[config.mk]
export PLATFORM = sky130hd
export DESIGN_NAME = ibex_mem_arbiter
export DESIGN_NICKNAME = d
export VERILOG_FILES = /design/src/rtl/ibex_mem_arbiter.sv
export SDC_FILE = /design/constraint.sdc
export NUM_CORES = 1
export LEC_CHECK = 0
export CORE_AREA = 2 2 107 109
export DETAILED_ROUTE_END_ITERATION = 16
export DIE_AREA = 0 0 109 111
export DONT_BUFFER_PORTS = 1
export PLACE_DENSITY = 0.32
export SLEW_MARGIN = 10
export SYNTH_ARGS = -nofsm -noshare
export SYNTH_HDL_FRONTEND = slang
export SYNTH_SLANG_ARGS = --single-unit
[constraint.sdc]
create_clock -name clk -period 4.7 [get_ports clk]
set_input_delay 0.47 -clock clk [delete_from_list [all_inputs] [get_ports clk]]
set_output_delay 0.47 -clock clk [all_outputs]
set_load 0.03 [all_outputs]
[src/rtl/ibex_mem_arbiter.sv]
// Two-requester arbiter (fetch + LSU) onto a single memory port with an
// in-order owner FIFO that steers responses back to the requester that issued them.
module ibex_mem_arbiter #(
  parameter int unsigned OUTSTANDING    = 2,
  parameter int unsigned DATA_BURST_MAX = 4
) (
  input  logic        clk,
  input  logic        rst,

  input  logic        instr_req_i,
  input  logic [31:0] instr_addr_i,
  output logic        instr_gnt_o,
  output logic        instr_rvalid_o,
  output logic [31:0] instr_rdata_o,

  input  logic        data_req_i,
  input  logic [31:0] data_addr_i,
  input  logic        data_we_i,
  input  logic [3:0]  data_be_i,
  input  logic [31:0] data_wdata_i,
  output logic        data_gnt_o,
  output logic        data_rvalid_o,
  output logic [31:0] data_rdata_o,

  output logic        mem_req_o,
  output logic [31:0] mem_addr_o,
  output logic        mem_we_o,
  output logic [3:0]  mem_be_o,
  output logic [31:0] mem_wdata_o,
  input  logic        mem_gnt_i,
  input  logic        mem_rvalid_i,
  input  logic [31:0] mem_rdata_i,

  output logic        err_o
);

  localparam int unsigned CNT_W   = $clog2(OUTSTANDING + 1);
  localparam int unsigned PTR_W   = (OUTSTANDING > 1) ? $clog2(OUTSTANDING) : 1;
  localparam int unsigned BURST_W = $clog2(DATA_BURST_MAX + 1);

  localparam logic [CNT_W-1:0]   OUT_MAX   = CNT_W'(OUTSTANDING);
  localparam logic [PTR_W-1:0]   LAST_PTR  = PTR_W'(OUTSTANDING - 1);
  localparam logic [BURST_W-1:0] BURST_MAX = BURST_W'(DATA_BURST_MAX);

  typedef enum logic [1:0] {ARB, HOLD_I, HOLD_D} state_e;
  typedef enum logic [1:0] {SEL_NONE, SEL_I, SEL_D} sel_e;

  state_e             state_q, state_d;
  sel_e               sel;
  logic [CNT_W-1:0]   out_cnt_q;
  logic [PTR_W-1:0]   wr_ptr_q, rd_ptr_q;
  logic [BURST_W-1:0] burst_cnt_q;
  logic               err_q;
  logic [OUTSTANDING-1:0] owner_q;  // 0 = instruction, 1 = data

  logic can_issue;
  logic burst_at_max;
  logic push, pop, head_is_data;

  function automatic logic [PTR_W-1:0] ptr_inc(input logic [PTR_W-1:0] p);
    return (p == LAST_PTR) ? '0 : p + 1'b1;
  endfunction

  assign can_issue    = (out_cnt_q < OUT_MAX);
  assign burst_at_max = (burst_cnt_q == BURST_MAX);

  // NOTE: every signal written here gets a default first so no path leaves a
  // value unassigned -- that is what keeps synthesis from inferring latches.
  always_comb begin
    sel         = SEL_NONE;
    state_d     = state_q;
    mem_req_o   = 1'b0;
    mem_addr_o  = '0;
    mem_we_o    = 1'b0;
    mem_be_o    = '0;
    mem_wdata_o = '0;

    unique case (state_q)
      HOLD_I:  sel = SEL_I;
      HOLD_D:  sel = SEL_D;
      default: begin
        // Data has priority until it has starved a waiting fetch for a full burst.
        if (data_req_i && !(burst_at_max && instr_req_i)) sel = SEL_D;
        else if (instr_req_i)                              sel = SEL_I;
      end
    endcase

    unique case (sel)
      SEL_I: begin
        mem_req_o  = instr_req_i & can_issue;
        mem_addr_o = instr_addr_i;
        mem_be_o   = 4'b1111;
      end
      SEL_D: begin
        mem_req_o   = data_req_i & can_issue;
        mem_addr_o  = data_addr_i;
        mem_we_o    = data_we_i;
        mem_be_o    = data_be_i;
        mem_wdata_o = data_wdata_i;
      end
      default: ;
    endcase

    // An ungranted request locks its owner so its attributes stay on the bus.
    if (mem_req_o) begin
      if (mem_gnt_i)          state_d = ARB;
      else if (sel == SEL_I)  state_d = HOLD_I;
      else                    state_d = HOLD_D;
    end
  end

  assign instr_gnt_o = mem_gnt_i & mem_req_o & (sel == SEL_I);
  assign data_gnt_o  = mem_gnt_i & mem_req_o & (sel == SEL_D);

  assign push         = mem_req_o & mem_gnt_i;
  assign pop          = mem_rvalid_i & (out_cnt_q != '0);
  assign head_is_data = owner_q[rd_ptr_q];

  assign instr_rvalid_o = pop & ~head_is_data;
  assign data_rvalid_o  = pop &  head_is_data;
  assign instr_rdata_o  = mem_rdata_i;
  assign data_rdata_o   = mem_rdata_i;
  assign err_o          = err_q;

  // NOTE: clocked state uses non-blocking assignments so every register samples
  // values from before the edge, independent of statement order.
  always_ff @(posedge clk) begin
    if (rst) begin
      state_q     <= ARB;
      out_cnt_q   <= '0;
      wr_ptr_q    <= '0;
      rd_ptr_q    <= '0;
      burst_cnt_q <= '0;
      err_q       <= 1'b0;
    end else begin
      state_q <= state_d;

      if (push) wr_ptr_q <= ptr_inc(wr_ptr_q);
      if (pop)  rd_ptr_q <= ptr_inc(rd_ptr_q);

      unique case ({push, pop})
        2'b10:   out_cnt_q <= out_cnt_q + 1'b1;
        2'b01:   out_cnt_q <= out_cnt_q - 1'b1;
        default: ;
      endcase

      if (instr_gnt_o || !instr_req_i)       burst_cnt_q <= '0;
      else if (data_gnt_o && !burst_at_max)  burst_cnt_q <= burst_cnt_q + 1'b1;

      if (mem_rvalid_i && (out_cnt_q == '0)) err_q <= 1'b1;
    end
  end

  // NOTE: owner storage is deliberately not reset; entries are only read
  // between a push and its pop, and the reset pointers make stale contents unreachable.
  always_ff @(posedge clk) begin
    if (push) owner_q[wr_ptr_q] <= (sel == SEL_D);
  end

endmodule

# Yosys cells after proc, flatten, opt, wreduce, memory -nomap -nowiden
# Cells that the tools add are included.
[word_totals] ff_bits=12 inputBits=139 output_inout_bits=139 word_cells=63
[classes] add_sub_neg=5 magnitude_cmp=4 eq_ne=7 muxes=18 n_bitwise=9 reduce_logical=13
[ops] operator="$pmux 32 s2" n=1
[ops] operator="$mux 32" n=1
[ops] operator="$and 1x1->1" n=8
[ops] operator="$pmux 2 s2" n=2
[ops] operator="$pmux 4 s2" n=1
[ops] operator="$mux 1" n=7
[ops] operator="$eq 2x1->1 const B" n=3
[ops] operator="$eq 2x2->1 const B" n=3
[ops] operator="$mux 2" n=3
[ops] operator="$logic_and 1x1->1" n=5
[ops] operator="$lt 1x2->1 const B" n=2
[ops] operator="$reduce_bool 2->1" n=2
[ops] operator="$add 3x1->3 const B" n=1
[ops] operator="$eq 3x3->1 const B" n=1
[ops] operator="$logic_not 1->1" n=3
[ops] operator="$add 1x1->1 const B" n=2
[ops] operator="$add 2x1->2 const B" n=1
[ops] operator="$bwmux 2" n=1
[ops] operator="$logic_not 2->1" n=1
[ops] operator="$lt 2x2->1 const B" n=1
[ops] operator="$pmux 1 s2" n=1
[ops] operator="$reduce_or 2->1" n=1
[ops] operator="$sub 2x1->2 const B" n=1
[ops] operator="$demux 1 s1" n=1
[ops] operator="other kinds (3)" n=3

# Longest topological paths before layout
# Gate-level depths: netlist (run 1).
[logic_depth] word_depth=12 mapped_depth=13 ltp_nobuf=12

# Worst setup path before layout (run 1)
# OpenSTA, ideal clock, no wires.
[synth_path] kind="register to output" start="register burst_cnt_q[0]" end="output mem_addr_o[13]" arrival_ps=2238 required_ps=4230 setup_slack_ps=1992 path_stages_with_launch=10 path_buffers=2 path_cell_list="dfxtp_1 > inv_1 > ha_1 > a21boi_0 > o22a_1 > ha_1 > buf_2 > clkbuf_1 > a22oi_1 > nor2_1"
[synth_between] elab_chain_cells=8 elab_cells_between_ends=9 classes_between="eq/ne: 3; mux: 3; reduce/logical: 3"
[synth_rtl] item="start, declared" line_no="52" rtl="logic [BURST_W-1:0] burst_cnt_q;"
[synth_rtl] item="start signal, assigned" line_no="148" rtl="else if (data_gnt_o && !burst_at_max) burst_cnt_q <= burst_cnt_q + 1'b1;"
[synth_rtl] item="$eq 3x3->1 *" line_no="65" rtl="assign burst_at_max = (burst_cnt_q == BURST_MAX);"
[synth_rtl] item="$logic_and 1x1->1 *" line_no="83" rtl="if (data_req_i && !(burst_at_max && instr_req_i)) sel = SEL_D;"
[synth_rtl] item="$logic_not 1->1 *" line_no="83"
[synth_rtl] item="$logic_and 1x1->1 *" line_no="83"
[synth_rtl] item="$mux 2 *" line_no="83"
[synth_rtl] item="$pmux 2 s2 *" line_no="78" rtl="unique case (state_q)"
[synth_rtl] item="$eq 2x2->1 / $eq 2x1->1 (equally long branches)" line_no="88" rtl="unique case (sel)"
[synth_rtl] item="$pmux 32 s2 *" line_no="88"
[synth_rtl] item="end, declared" line_no="26" rtl="output logic [31:0] mem_addr_o,"
# Every way passes the cells marked *; elsewhere a longest branch is shown, timed or not.

# Worst setup path in the final report (run 1)
[layout_path] start="register burst_cnt_q[0]" end="output mem_addr_o[28]"
# The elaborated chain is that of the path after synthesis.

==> results of run 1 <==
layout make-up:
class	count	area share
multi-input combinational	166	0.651
timing repair buffer	1	0.00469
tap	143	0.112
sequential	12	0.162
inverter	9	0.0211
clock buffer	4	0.0492
flip-flops by register name (all words and copies together) (netlist names):
register and count:
rd_ptr_q 1, state_q 2, wr_ptr_q 1, err_o 1, out_cnt_q 2, burst_cnt_q 3, owner_q 2
layout by cell type, fill, tap and decap left out:
cell type  netlist  final
mux2_2           2      2
nand4bb_1        1      1
or2_0            1      1
ha_1             7      5
o31ai_1          1      1
a22oi_1         32     32
nor2_1          44     44
xnor2_1          1      1
o21a_1           1      1
a21oi_1         11     11
ha_2             0      2
a21boi_0         1      1
or4_1            1      1
and3_1           3      3
xor2_1           2      2
nor2b_1          2      2
or3_1            3      3
dfxtp_1         10     10
and2_1          33     33
a311o_1          1      1
edfxtp_1         2      2
nand2_1          2      2
clkbuf_1        13      1
a21bo_2          1      1
inv_1            9      9
nand4_1          2      2
clkbuf_16        0      3
mux2i_1          2      2
nor3b_2          1      1
or4b_1           1      1
buf_4           64      1
nand3_1          2      2
o22a_1           1      1
o21ai_0          7      7
stage by stage:
| stage | power (mW) | std cells | area, um2 | worst slack, ns | hold WS [ns] |
|---|---|---|---|---|---|
| final | 0.577 | 335 | 1600 | 1.10 | 0.296 |
| after global routing | 0.609 | 335 | 1600 | 0.874 | 0.287 |
| after CTS | 0.586 | 335 | 1600 | 1.02 | 0.291 |
| after detailed placement | 0.423 | 331 | 1520 | 1.28 | 0.497 |
| after global placement | 0.421 | 331 | 1520 | 1.40 | 0.488 |
| after floorplan | 0.486 | 269 | 1880 | 1.99 | 0.466 |
how the worst min path moves through the flow:
stage | endpoint | slack, ns | cells past startpoint
after floorplan | state_q[1]$_SDFFE_PP0N_ | 0.47 | 2
after global placement | state_q[0]$_SDFFE_PP0N_ | 0.49 | 2
after detailed placement | state_q[0]$_SDFFE_PP0N_ | 0.50 | 2
after CTS | state_q[0]$_SDFFE_PP0N_ | 0.29 | 1
after global routing | state_q[0]$_SDFFE_PP0N_ | 0.29 | 1
final | state_q[0]$_SDFFE_PP0N_ | 0.30 | 1
routing by layer:
layer  global-route usage  wire length [um]  part of all wire  vias up
met3               0.0294               665              0.10       10
met1                0.108              2470              0.38      698
met4               0.0376               119             0.019        2
li1                     -                 -                 -      687
met2                0.161              3160              0.49      109
met5                    0                13            0.0020        -
critical path, delay by kind of cell (launching register included):
kind	cells	cell delay, ns
flip-flops	1	0.36
adder cells (fa/ha/maj)	2	0.93
buffers and inverters	2	0.47
AO/OA/AOI/OAI	3	0.62
AND/OR/NAND/NOR	1	0.51
cell families (layout without fill, tap and decap cells):
group                    count (synthesis)  after routing  synth area share
buffers and inverters                   91             14             0.310
multiplexers                             4              4            0.0226
XOR/XNOR                                 3              3            0.0140
AO/OA/AOI/OAI                           56             56             0.203
flip-flops                              12             12             0.138
adder cells (fa/ha/maj)                  7              7            0.0466
AND/OR/NAND/NOR                         96             96             0.265
power breakdown:
group          leakage [nW]  internal, mW  switching (mW)
registers            0.0997         0.117          0.0143
clock network        0.0382         0.114          0.0440
logic                 0.407        0.0660           0.221
total                 0.544         0.297           0.279
==> flow_metrics.tcl, run 1 <==
set metrics [dict create \
    postCtsSetupBuffers 0 \
    synth_area_leader_cell "buf_4" \
    synthCells 269 \
    setup.worst_path.class "flip-flop to output pin" \
    yosys_warnings 0 \
    setup_viol 0 \
    cp_slowest_cell "ha_2" \
    synth-async-reset-ratio 0 \
    critPathArrivalTime_ns 3.13 \
    status "complete, no violations" \
    cts_root_buf "clkbuf_16" \
    ant_nets 0 \
    startpoint_type "flip-flop" \
    maxSlewViolCount 0 \
    ios 278 \
    dieArea_um2 12100 \
    routed_wl_mm 6.43 \
    skew_ns 0.00207 \
    cts.path.max_buffers 2 \
    cp.required_ns 4.23 \
    synth_common_cells "buf_4 (64), nor2_1 (44), and2_1 (33)" \
    gr-usage-all-layers 0.0942 \
    cts_tree "built" \
    r2r_start "burst_cnt_q[0]$_SDFFE_PP0P_" \
    gp_congestion 0.774 \
    final_nets 339 \
    finalHoldViolations 0 \
    syn_area_um2 1880 \
    ctsHoldBuffers 0 \
    worstSetupStartpoint "burst_cnt_q[0]$_SDFFE_PP0P_" \
    ctsResizeCount 0 \
    overflow 0 \
    yosysSeqAreaShare 0.138 \
    antenna-diode-count 0 \
    hold_start "rst" \
    port_buffers 0 \
    path_max_fanout 44 \
    synthTopCellsByArea "buf_4 (26%), a22oi_1 (13%), and2_1 (11%)" \
    worst_slew_pin_slew_ns 0.823 \
    regToRegEndpoint "out_cnt_q[1]$_SDFFE_PP0P_" \
    critical-path-max-stage-delay_ns 0.70 \
    yosysMostFrequentCell "buf_4" \
    dr.pass1.iters 4 \
    cp_cell_sequence "inv_1 -> ha_1 -> a21boi_0 -> o22a_1 -> ha_2 -> buf_4 -> a22oi_1 -> nor2_1" \
    first_global_vias 1366 \
    hp-class "primary input to flip-flop" \
    syn_nets 415 \
    drc 0 \
    reg2reg_slack_ns 1.48 \
    synth_top_cell_area_share 0.255 \
    area_delta_synth_final_pct -14.8 \
    synth_cell_types 34 \
    r2r_cells 10 \
    relSlewSlack 0.449 \
    fin_crit_sh 0.767 \
    clk_pin_slew_ns 0.04 \
    final-seq-area_um2 260 \
    max_freq_ghz 0.277 \
    maxCapViolations 0 \
    crit_path_end "mem_addr_o[28]" \
    dr_total_vias 1506 \
    vias_per_cell 4.50 \
    drive_above_1_share 0.0521 \
    initial_core_util 0.170 \
    die_w_um 109 \
    dieHeight_um 111 \
    post-route-min-period_ns 3.60 \
    p_leak_nw 0.544 \
    ir_drop_mv 0.104 \
    rsz0062_at_grt "false" \
    power.density_nw_per_um2 360 \
    num-fill-cells 1263 \
    grt_pass1_wl_mm 8.51 \
    multiInputGateArea_um2 1040 \
    post-route-util 0.145 \
    cts_sinks 12 \
    drt-wirelength-per-cell_um 19.2 \
    fp-row-count 39 \
    drt-initial-drc-count 78 \
    synth_seq_cells 12 \
    htree_levels 1 \
    avgSynthCellArea_um2 6.99 \
    antenna_found_initial 1 \
    synthFlopType "dfxtp_1" \
    tns_ns 0 \
    grt_max_degree 45 \
    synth_edf_count 2 \
    endpoint_kind "output pin" \
    dpl.hpwl_mm 5.26 \
    cts_buffers 3 \
    design.core.area_um2 11100 \
    clock_latency_ns 0.24 \
]
No activity file was read; power rests on OpenSTA's default activity.
==> inputs of run 2 (changes only) <==
--- a/config.mk
+++ b/config.mk
@@ -5,11 +5,12 @@
 export SDC_FILE = /design/constraint.sdc
 export NUM_CORES = 1
 export LEC_CHECK = 0
+export ABC_AREA = 1
 export CORE_AREA = 2 2 107 109
 export DETAILED_ROUTE_END_ITERATION = 16
 export DIE_AREA = 0 0 109 111
 export DONT_BUFFER_PORTS = 1
-export PLACE_DENSITY = 0.32
+export PLACE_DENSITY = 0.33
 export SLEW_MARGIN = 10
 export SYNTH_ARGS = -nofsm -noshare
 export SYNTH_HDL_FRONTEND = slang
==> constraint.sdc (replaced) <==
create_clock -name clk -period 3.6 [get_ports clk]
set_input_delay 0.36 -clock clk [delete_from_list [all_inputs] [get_ports clk]]
set_output_delay 0.36 -clock clk [all_outputs]
set_load 0.03 [all_outputs]
==> run 2 against run 1 <==
Compared with the run above:
- clock power rose by 32%
- via count increased by 23%
- synthesized area increased by 6.9%
- routed wire length is 11% lower
- die area did not move
- clock skew increased by 0.00098 ns
- first-iteration DRC count increased by 32%
- worst setup slack worse by 0.53 ns
- combinational power rose to 9.9 times the previous value
- clock-buffer cell count is the same
- sequential share of layout area shrank 3.4 points
- highest routed layer is now met4
==> flow_metrics.tcl, run 2 <==
set metrics [dict create \
    status "complete, no violations" \
    synth_cell_types 26 \
    maxCapViolations 0 \
    yosysMostFrequentCell "nand2_1" \
    synth-async-reset-ratio 0 \
    drt-wirelength-per-cell_um 12.5 \
    cp_slowest_cell "ha_2" \
    dr.pass1.iters 4 \
    power.switching_mw 2.17 \
    layout_common_cells "nand2_1 (114), inv_1 (54), a21oi_1 (42)" \
    drc 0 \
    path_max_fanout 22 \
    synth_common_cells "nand2_1 (114), buf_4 (64), inv_1 (54)" \
    vias_per_cell 4.05 \
    clkPwrFrac 0.064 \
    skew_ns 0.00305 \
    cp_cell_sequence "inv_1 -> ha_1 -> nand2_1 -> o21ai_0 -> nand2_1 -> o21ai_0 -> inv_1 -> ha_2 -> inv_1 -> nand2_1 -> nand3_4 -> nor2_8 -> inv_2 -> nor2_1 -> buf_4" \
    hp-class "primary input to flip-flop" \
    grt_pass1_wl_mm 7.95 \
    cp_top_family "simple AND/OR/NAND/NOR gates" \
    relSlewSlack 0.637 \
    cts_sinks 12 \
    antenna_found_initial 0 \
    yosys_warnings 0 \
    ctsResizeCount 0 \
    critPathArrivalTime_ns 2.68 \
    overflow 0 \
    gr-usage-all-layers 0.0850 \
    post-route-util 0.183 \
    synth_edf_count 2 \
    tns_ns 0 \
    rsz0062_at_grt "false" \
    avgSynthCellArea_um2 5.76 \
    synthFlopType "dfxtp_1" \
    syn_area_um2 2010 \
    max_freq_ghz 0.329 \
    path_buf_inv 5 \
    synthCells 349 \
    place_area_um2 1940 \
    final_nets 460 \
    final_common_cell "nand2_1" \
    area_delta_synth_final_pct 0.560 \
    drive_above_1_share 0.188 \
    synth_seq_cells 12 \
    port_buffers 0 \
    htree_levels 1 \
    ios 278 \
    postCtsSetupBuffers 0 \
    cts.path.max_buffers 2 \
    p_sw_frac 0.668 \
    regMostFlops "burst_cnt_q" \
    synth_top_cell_area_share 0.239 \
    die_w_um 109 \
    setup.worst_path.class "flip-flop to output pin" \
    startpoint_type "flip-flop" \
    gp_congestion 0.756 \
    ant_nets 0 \
    fin_crit_sh 0.843 \
    yosysSeqAreaShare 0.129 \
    dr_total_vias 1849 \
    cts_root_buf "clkbuf_16" \
    internal_power_mw 1.08 \
    worst_slew_pin_slew_ns 0.543 \
    cp.required_ns 3.24 \
    finalHoldViolations 0 \
    cts_tree "built" \
    p_leak_nw 1.09 \
    clock_latency_ns 0.24 \
    dieHeight_um 111 \
    syn_nets 495 \
    synthTopCellsByArea "buf_4 (24%), nand2_1 (21%), a21oi_1 (10%)" \
    maxSlewViolCount 0 \
    routed_wl_mm 5.70 \
    ctsHoldBuffers 0 \
    dieArea_um2 12100 \
    dpl.hpwl_mm 4.64 \
    initial_core_util 0.182 \
    power.share.combinational 0.870 \
    seqPwrFrac 0.066 \
    endpoint_kind "output pin" \
    holdWs_ns 0.186 \
    synth_area_leader_cell "buf_4" \
    design.core.area_um2 11100 \
    design_area_um2 2020 \
    critical-path-max-stage-delay_ns 0.45 \
    post-route-min-period_ns 3.04 \
    grt_max_degree 37 \
    largest_reg_flops 3 \
    power_mw 3.25 \
    antenna-diode-count 0 \
    drt-initial-drc-count 103 \
    cts_buffers 3 \
    setup_viol 0 \
    first_global_vias 1541 \
    power.density_nw_per_um2 1610 \
    clk_pin_slew_ns 0.05 \
    fp-row-count 39 \
    ir_drop_mv 0.487 \
]
==> run 2: cell types whose count changed in the layout (fill, tap and decap cells not counted), moves of 32 or more <==
cell and delta:
a22oi_1 -32, and2_1 -32, buf_4 +39, inv_1 +45, nand2_1 +112, nor2_1 -32
==> run 2: final cells by class <==
class / instances / area (um2)
multi-input combinational: 200 / 973
fill: 1271 / 9050
clock buffer: 4 / 78.8
timing repair buffer: 41 / 320
sequential: 12 / 260
inverter: 56 / 210
tap: 143 / 179
==> run 2: layer usage <==
layer / up-vias / wire [um] / global-route usage
li1: 909 / - / -
met1: 794 / 2140 / 0.0947
met2: 137 / 2820 / 0.148
met3: 9 / 661 / 0.0294
met4: 0 / 70 / 0.0291
met5: - / 0 / 0
==> run 2: logic make-up after synthesis <==
family | after synthesis | share of synthesized area
buf+inv | 137 | 0.388
fa+ha+maj | 7 | 0.0436
simple gates | 142 | 0.307
compound gates | 51 | 0.133
flops | 12 | 0.129
==> run 2: metrics by stage <==
step	worst slack (ns)	cells
after CTS	0.489	456
after global placement	0.710	452
after global routing	0.283	456
final	0.564	456
after detailed placement	0.679	452
after floorplan	1.01	349
==> run 2: path summary, 6_finish.rpt <==
path | cells after the start | from | end | slack [ns]
max | 15 | burst_cnt_q[0]$_SDFFE_PP0P_ | data_gnt_o | 0.56
min | 1 | rst | rd_ptr_q$_SDFFE_PP0P_ | 0.19
max reg2reg | 18 | burst_cnt_q[0]$_SDFFE_PP0P_ | out_cnt_q[1]$_SDFFE_PP0P_ | 0.73
min reg2reg | 2 | rd_ptr_q$_SDFFE_PP0P_ | rd_ptr_q$_SDFFE_PP0P_ | 0.48
==> run 2: power by group through the flow <==
stage,logic (mW),registers [mW],clock network [mW]
6_report,2.83,0.214,0.208
5_1_grt,3.06,0.217,0.221
4_1_cts,2.88,0.214,0.211
3_5_place_dp,2.87,0.216,0
3_3_place_gp,2.86,0.214,0
2_1_floorplan,2.31,0.209,0
